===== src/rtl/auto_contrast_ctrl_pkg.sv =====
// Shared types, widths and constants for the auto-contrast controller.
package auto_contrast_ctrl_pkg;

    localparam int unsigned LUMA_W     = 8;
    localparam int unsigned DIVIDEND_W = 10;
    localparam int unsigned GAIN_W     = 8;
    localparam int unsigned PROD_W     = 16;
    localparam int unsigned CNT_W      = 4;

    localparam logic [DIVIDEND_W-1:0] DIVIDEND   = 10'd1020;
    localparam logic [CNT_W-1:0]      DIV_CYCLES = 4'd10;

    typedef struct packed {
        logic [7:0] r;
        logic [7:0] g;
        logic [7:0] b;
    } rgbT;

    typedef enum logic [1:0] {IDLE, DIVIDE, APPLY} ctrlStateT;

    // Y = (R + 2G + B) >> 2, truncating
    function automatic logic [LUMA_W-1:0] lumaOf(input rgbT px);
        logic [DIVIDEND_W-1:0] sum;
        sum = DIVIDEND_W'(px.r) + DIVIDEND_W'({px.g, 1'b0}) + DIVIDEND_W'(px.b);
        return LUMA_W'(sum >> 2);
    endfunction

endpackage


===== src/rtl/auto_contrast_ctrl_if.sv =====
// Pixel stream in, contrast/brightness parameters out.
interface auto_contrast_ctrl_if;
    import auto_contrast_ctrl_pkg::*;

    rgbT        tRGB;
    logic       pix_valid;
    logic       frame_start;
    logic       frame_end;
    logic [7:0] contrast;
    logic [7:0] brightness;
    logic       params_valid;
    logic       busy;
    logic       overrun;

    modport master (
        output tRGB, pix_valid, frame_start, frame_end,
        input  contrast, brightness, params_valid, busy, overrun
    );

    modport slave (
        input  tRGB, pix_valid, frame_start, frame_end,
        output contrast, brightness, params_valid, busy, overrun
    );

endinterface


===== src/rtl/auto_contrast_ctrl_divider.sv =====
// Restoring divider: one quotient bit per clock, done pulses after DIV_CYCLES iterations.
module seq_divider_10x8
    import auto_contrast_ctrl_pkg::*;
(
    input  logic                  clk,
    input  logic                  reset_n,
    input  logic                  start,
    input  logic [DIVIDEND_W-1:0] dividend,
    input  logic [LUMA_W-1:0]     divisor,
    output logic                  done,
    output logic [DIVIDEND_W-1:0] quotient,
    output logic                  divByZero
);

    logic [LUMA_W-1:0] dvs;
    logic [LUMA_W-1:0] rem;
    logic [CNT_W-1:0]  cnt;
    logic              running;
    logic [LUMA_W:0]   remShift_c;
    logic [LUMA_W-1:0] diff_c;
    logic              qBit_c;

    // quotient doubles as the dividend shift register while running
    always_comb begin
        remShift_c = {rem, quotient[DIVIDEND_W-1]};
        qBit_c     = remShift_c >= {1'b0, dvs};
        diff_c     = LUMA_W'(remShift_c - {1'b0, dvs});
    end

    always_ff @(posedge clk or negedge reset_n) begin
        if (!reset_n) begin
            dvs       <= '0;
            rem       <= '0;
            cnt       <= '0;
            running   <= 1'b0;
            done      <= 1'b0;
            quotient  <= '0;
            divByZero <= 1'b0;
        end else begin
            done <= 1'b0;
            if (start) begin
                quotient  <= dividend;
                rem       <= '0;
                dvs       <= divisor;
                cnt       <= DIV_CYCLES;
                running   <= 1'b1;
                divByZero <= (divisor == '0);
            end else if (running) begin
                rem      <= qBit_c ? diff_c : LUMA_W'(remShift_c);
                quotient <= {quotient[DIVIDEND_W-2:0], qBit_c};
                cnt      <= cnt - CNT_W'(1);
                if (cnt == CNT_W'(1)) begin
                    running <= 1'b0;
                    done    <= 1'b1;
                end
            end
        end
    end

endmodule


===== src/rtl/auto_contrast_ctrl.sv =====
// Per-frame luma min/max measurement and contrast/brightness computation.
module auto_contrast_ctrl
    import auto_contrast_ctrl_pkg::*;
#(
    parameter logic [GAIN_W-1:0] MIN_GAIN = 8'd4,
    parameter logic [GAIN_W-1:0] MAX_GAIN = 8'd32
)(
    input  logic                 clk,
    input  logic                 reset_n,
    auto_contrast_ctrl_if.slave  vid
);

    logic [LUMA_W-1:0]     yC, minR, maxR, minMerged_c, maxMerged_c, snapMax;
    logic                  seenR, seenMerged_c, divStart_c;
    logic                  divDone, divZero;
    logic [DIVIDEND_W-1:0] divQuot, quot_c;
    logic [GAIN_W-1:0]     gain_c, contrastR, brightR, bright_c;
    logic [PROD_W-1:0]     scaled_c;
    logic                  pvR, busyR, overrunR;
    ctrlStateT             state;

    // running stats including this cycle's pixel, used both to accumulate and to close a frame
    always_comb begin
        yC           = lumaOf(vid.tRGB);
        minMerged_c  = minR;
        maxMerged_c  = maxR;
        seenMerged_c = seenR | vid.pix_valid;
        if (vid.pix_valid) begin
            minMerged_c = (seenR && minR < yC) ? minR : yC;
            maxMerged_c = (seenR && maxR > yC) ? maxR : yC;
        end
        divStart_c = vid.frame_end && seenMerged_c && !busyR;
    end

    always_ff @(posedge clk or negedge reset_n) begin
        if (!reset_n) begin
            minR  <= '0;
            maxR  <= '0;
            seenR <= 1'b0;
        end else if (vid.frame_start) begin
            seenR <= vid.pix_valid;
            minR  <= vid.pix_valid ? yC : '1;
            maxR  <= vid.pix_valid ? yC : '0;
        end else if (vid.pix_valid) begin
            seenR <= 1'b1;
            minR  <= minMerged_c;
            maxR  <= maxMerged_c;
        end
    end

    seq_divider_10x8 uDiv (
        .clk       (clk),
        .reset_n   (reset_n),
        .start     (divStart_c),
        .dividend  (DIVIDEND),
        .divisor   (maxMerged_c - minMerged_c),
        .done      (divDone),
        .quotient  (divQuot),
        .divByZero (divZero)
    );

    // gain clamp and brightness offset that keeps max_snap*gain at full scale
    always_comb begin
        quot_c = divZero ? DIVIDEND_W'(MAX_GAIN) : divQuot;
        if (quot_c < DIVIDEND_W'(MIN_GAIN))      gain_c = MIN_GAIN;
        else if (quot_c > DIVIDEND_W'(MAX_GAIN)) gain_c = MAX_GAIN;
        else                                     gain_c = GAIN_W'(quot_c);
        scaled_c = (PROD_W'(snapMax) * PROD_W'(gain_c)) >> 2;
        bright_c = (scaled_c >= PROD_W'(255)) ? '0 : GAIN_W'(PROD_W'(255) - scaled_c);
    end

    always_ff @(posedge clk or negedge reset_n) begin
        if (!reset_n) begin
            state     <= IDLE;
            snapMax   <= '0;
            contrastR <= MIN_GAIN;
            brightR   <= '0;
            pvR       <= 1'b0;
            busyR     <= 1'b0;
            overrunR  <= 1'b0;
        end else begin
            pvR <= 1'b0;
            if (vid.frame_end && busyR) overrunR <= 1'b1;
            unique case (state)
                IDLE: begin
                    if (divStart_c) begin
                        snapMax <= maxMerged_c;
                        busyR   <= 1'b1;
                        state   <= DIVIDE;
                    end else if (pvR) begin
                        busyR <= 1'b0;
                    end
                end
                DIVIDE: if (divDone) state <= APPLY;
                APPLY: begin
                    contrastR <= gain_c;
                    brightR   <= bright_c;
                    pvR       <= 1'b1;
                    state     <= IDLE;
                end
                default: state <= IDLE;
            endcase
        end
    end

    assign vid.contrast     = contrastR;
    assign vid.brightness   = brightR;
    assign vid.params_valid = pvR;
    assign vid.busy         = busyR;
    assign vid.overrun      = overrunR;

endmodule

===== src/flat_wrapper.sv =====
// flat-port wrapper written by rule: the top's interface ports become plain ports
module auto_contrast_ctrl_flat import auto_contrast_ctrl_pkg::*;
#(
    parameter logic [GAIN_W-1:0] MIN_GAIN = 8'd4,
    parameter logic [GAIN_W-1:0] MAX_GAIN = 8'd32
)
  (clk, reset_n, vid_tRGB, vid_pix_valid, vid_frame_start, vid_frame_end, vid_contrast, vid_brightness, vid_params_valid, vid_busy, vid_overrun);
  auto_contrast_ctrl_if vid_i ();
  input  logic clk;
  input  logic reset_n;
  input wire logic [$bits(vid_i.tRGB)-1:0] vid_tRGB;
  input wire logic [$bits(vid_i.pix_valid)-1:0] vid_pix_valid;
  input wire logic [$bits(vid_i.frame_start)-1:0] vid_frame_start;
  input wire logic [$bits(vid_i.frame_end)-1:0] vid_frame_end;
  output wire logic [$bits(vid_i.contrast)-1:0] vid_contrast;
  output wire logic [$bits(vid_i.brightness)-1:0] vid_brightness;
  output wire logic [$bits(vid_i.params_valid)-1:0] vid_params_valid;
  output wire logic [$bits(vid_i.busy)-1:0] vid_busy;
  output wire logic [$bits(vid_i.overrun)-1:0] vid_overrun;
  assign vid_i.tRGB = vid_tRGB;
  assign vid_i.pix_valid = vid_pix_valid;
  assign vid_i.frame_start = vid_frame_start;
  assign vid_i.frame_end = vid_frame_end;
  assign vid_contrast = vid_i.contrast;
  assign vid_brightness = vid_i.brightness;
  assign vid_params_valid = vid_i.params_valid;
  assign vid_busy = vid_i.busy;
  assign vid_overrun = vid_i.overrun;
  auto_contrast_ctrl #(.MIN_GAIN(MIN_GAIN), .MAX_GAIN(MAX_GAIN)) u_core (.clk(clk), .reset_n(reset_n), .vid(vid_i));
endmodule

===== config.mk =====
export PLATFORM = sky130hd
export DESIGN_NAME = auto_contrast_ctrl_flat
export DESIGN_NICKNAME = d
export VERILOG_FILES = /design/src/rtl/auto_contrast_ctrl_pkg.sv /design/src/rtl/auto_contrast_ctrl_if.sv /design/src/rtl/auto_contrast_ctrl_divider.sv /design/src/rtl/auto_contrast_ctrl.sv /design/src/flat_wrapper.sv
export SDC_FILE = /design/constraint.sdc
export NUM_CORES = 1
export LEC_CHECK = 0
export BUFFER_PORTS_ARGS = -buffer_cell sky130_fd_sc_hd__clkbuf_2
export CAP_MARGIN = 20
export CORE_MARGIN = 2
export CORE_UTILIZATION = 30
export CTS_BUF_LIST = sky130_fd_sc_hd__clkbuf_8
export CTS_CLUSTER_SIZE = 10
export DETAILED_ROUTE_END_ITERATION = 10
export GPL_ROUTABILITY_DRIVEN = 0
export MAX_ROUTING_LAYER = met4
export SYNTH_ARGS = -nofsm -noshare
export SYNTH_HDL_FRONTEND = slang
export SYNTH_HIERARCHICAL = 1
export SYNTH_SLANG_ARGS = --single-unit

===== constraint.sdc =====
create_clock -name clk -period 7.2 [get_ports clk]
set_clock_uncertainty 0.2 [all_clocks]
set_input_delay 1.08 -clock clk [delete_from_list [all_inputs] [get_ports clk]]
set_output_delay 1.08 -clock clk [all_outputs]
set_load 0.02 [all_outputs]

==> run summary <==
outcome - finished, final reports clean
CTS tree - done
Leak Pwr - 0.00386 uW
# clock sinks - 79
Wirelength per Cell - 13.6 um
Final Non-Filler Cells - 1,110
largest net degree at the start of global routing - 67
kind of critical path - input port to register
Worst-path clk slew - 0.10 ns
Most used DFF post-synth - dfrtp_1
CP required - 7.30 ns
post-synth top area cell - dfrtp_1
Critical Path Source Type - input port
asr flop ratio synth - 1.00
RSZ-0062 raised after global routing - no
Mean Syn Cell Area - 9.33 um2
Die ar. - 0.0245 mm2
power share of the clock group - 0.107
post-route cell area - 0.00785 mm2
post-layout min period - 6.35 ns
Mapped Area - 0.00697 mm2
Die H - 156 um
final hold slack - 0.271 ns
post-synthesis sequential area ratio - 0.284
CP bufs+invs - 3
Critical Path Sink Type - register
CTS resizes - 0
hold buffer count at CTS - 0
via/cell ratio - 4.80
#FFs+latches synth - 79
CTS Buf Count - 9
share of cells above drive strength 1 - 0.124
met3 WL post-DR - 464 um
reg2reg end - u_core/vid.brightness[3]
post-CTS setup buffers - 0
via count - 5,332
CTS HTree Levels - 3
fmax - 157 MHz
post-DP HPWL - 11.7 mm
wire length on met1 - 7.65 mm
post-place instance area - 0.00764 mm2
fin crit share - 0.882
grt ovf - 0
Peak VDD IR - 0.166 mV
Hold Path End - u_core/vid.overrun
Die Wd - 156 um
worst rel slew slack - 0.444
Rows - 55
1st-pass router iterations - 4
slowest stage delay, CP - 0.53 ns
post-synth cell types - 67
sequential share of power - 0.235
DR DRC count - 0
hold depth - 1
Critical Path AT - 6.45 ns
diodes inserted - 0
worst-skew pair later-pin latency - 0.37 ns
Final Hold Fails - 0
Power Internal - 1750 uW
P&R area growth vs syn - 12.6%
max-slew violation count - 0
Hold Path Class - register to register
initial antenna violation count - 0
Clock Path Buffers - 2
RR Startpoint - u_core/uDiv/quotient[9]
Post-synth EDFFs - 0
first-pass GRT wire length - 25.7 mm
met2 WL - 6.88 mm
utilization after layout - 0.346
slew at the pin with the worst max-slew slack - 0.835 ns
CP max FO - 9
pwr dens - 430 mW/mm2
R2R setup slack - 0.91 ns
IO buf count - 47
clock root cell - clkbuf_8
dpl cells - 1,093
share of the synthesized area in the top cell type - 0.280
synth warn - 6
Initial DRC Count - 242
Combinational Power Share - 0.658
Slowest cell on crit path - fa_1
# setup viols final - 0
IO Count - 48
Most common cell on crit path - o21ai_0
antenna viol nets, final - 0
Setup Total Neg Slack - 0 ns
hold path start - u_core/vid.overrun
Syn Inst Count - 747
Synth area leaders - dfrtp_1 (28%), ha_1 (13%), fa_1 (13%), inv_1 (4.7%), o21ai_0 (4.5%)
Core ar. - 0.0227 mm2
# fillers - 2,371
vias in the first global route - 5,291
wirelength, routed - 15.1 mm
R2R cell count - 18
nets - 969
CP top delay family - compound AO/OA/AOI/OAI gates
Total GRT Usage - 0.134
MaxCap Viol Count - 0
switching share of power - 0.481
Switching Power - 1620 uW
Highest Signal Layer - met4
Initial Utilization - 0.307
synthesized netlist by cell type, types with 17 or more instances:
cell,instances
inv_1,87
dfrtp_1,78
ha_1,74
nand2_1,71
o21ai_0,63
fa_1,46
nor2_1,38
a21oi_1,22
mux2i_1,20
and2_1,19
nand3_1,17
xnor2_1,17
area by class of cell:
type,count,area [um2],share of cell area
Timing Repair Buffer,58,320,0.0408
Sequential cell,79,1980,0.252
Inverter,88,330,0.0421
Clock buffer,10,138,0.0175
Clock inverter,6,67.6,0.00861
Multi-Input combinational cell,584,4660,0.594
Tap cell,285,357,0.0454
logic make-up after synthesis:
logic type,count (synthesis),share of synthesized area
and+or+nand+nor,211,0.149
AOI/OAI and AO/OA,164,0.150
adders and majority gates,120,0.265
buffers and inverters,108,0.0605
DFF,79,0.284
muxes,37,0.0573
xor gates and xnor gates,26,0.0327
other,2,0.00108
power groups by stage:
| stage | clock (uW) | sequential (uW) | combinational [uW] |
|---|---|---|---|
| 2_1_floorplan | 0 | 763 | 1750 |
| 3_3_place_gp | 0 | 799 | 2180 |
| 3_5_place_dp | 0 | 802 | 2200 |
| 4_1_cts | 378 | 794 | 2220 |
| 5_1_grt | 394 | 822 | 2550 |
| 6_report | 360 | 794 | 2220 |
layout by cell type, fill, tap and decap left out, drive strengths merged, types with 26 or more instances in the layout:
cell type  Yosys  layout
nor2          39      39
clkbuf        13      56
inv           87      90
dfrtp         78      78
a21oi         26      26
fa            46      46
conb           2      26
ha            74      74
o21ai         65      65
nand2         71      71
worst max-delay path by stage:
stage                     slack [ns]  cells past startpoint               startpoint                       end
after detailed placement        0.53                     27              vid_tRGB[2]     u_core/uDiv/divByZero
after CTS                       0.87                     18  u_core/uDiv/quotient[9]  u_core/vid.brightness[3]
after global routing            0.32                     27              vid_tRGB[2]     u_core/uDiv/divByZero
final                           0.85                     27              vid_tRGB[2]     u_core/uDiv/divByZero
after floorplan                 1.09                     26              vid_tRGB[2]     u_core/uDiv/divByZero
after global placement          0.68                     27              vid_tRGB[2]     u_core/uDiv/divByZero
flip-flops by register name, summed over array words and instances (netlist names):
signal	cells
u_core/maxR	8
u_core/minR	8
u_core/seenR	1
u_core/snapMax	8
u_core/state	2
u_core/uDiv/cnt	4
u_core/uDiv/divByZero	1
u_core/uDiv/done	1
u_core/uDiv/dvs	8
u_core/uDiv/quotient	10
u_core/uDiv/rem	8
u_core/uDiv/running	1
u_core/vid.brightness	8
u_core/vid.busy	1
u_core/vid.contrast	8
u_core/vid.overrun	1
u_core/vid.params_valid	1
routing by layer:
metal  global-route usage  vias up
met5                    -        -
met4               0.0271        0
met3               0.0263       12
met2                0.207       71
met1                0.182     2560
li1                     -     2689
metrics by stage:
stage	setup WS, ns	total power [uW]
finish	0.850	3370
CTS	0.868	3390
global route	0.319	3760
global placement	0.682	2970
detailed placement	0.526	3000
floorplan	1.09	2520
worst register-to-register path, delay by kind of cell (launching register included):
kind	cells	cell delay, ns
flops	1	0.40
buf+inv	2	0.33
simple gates	5	1.49
compound gates	6	1.36
fa+ha+maj	5	2.41
Power figures use the tool's default switching activity.
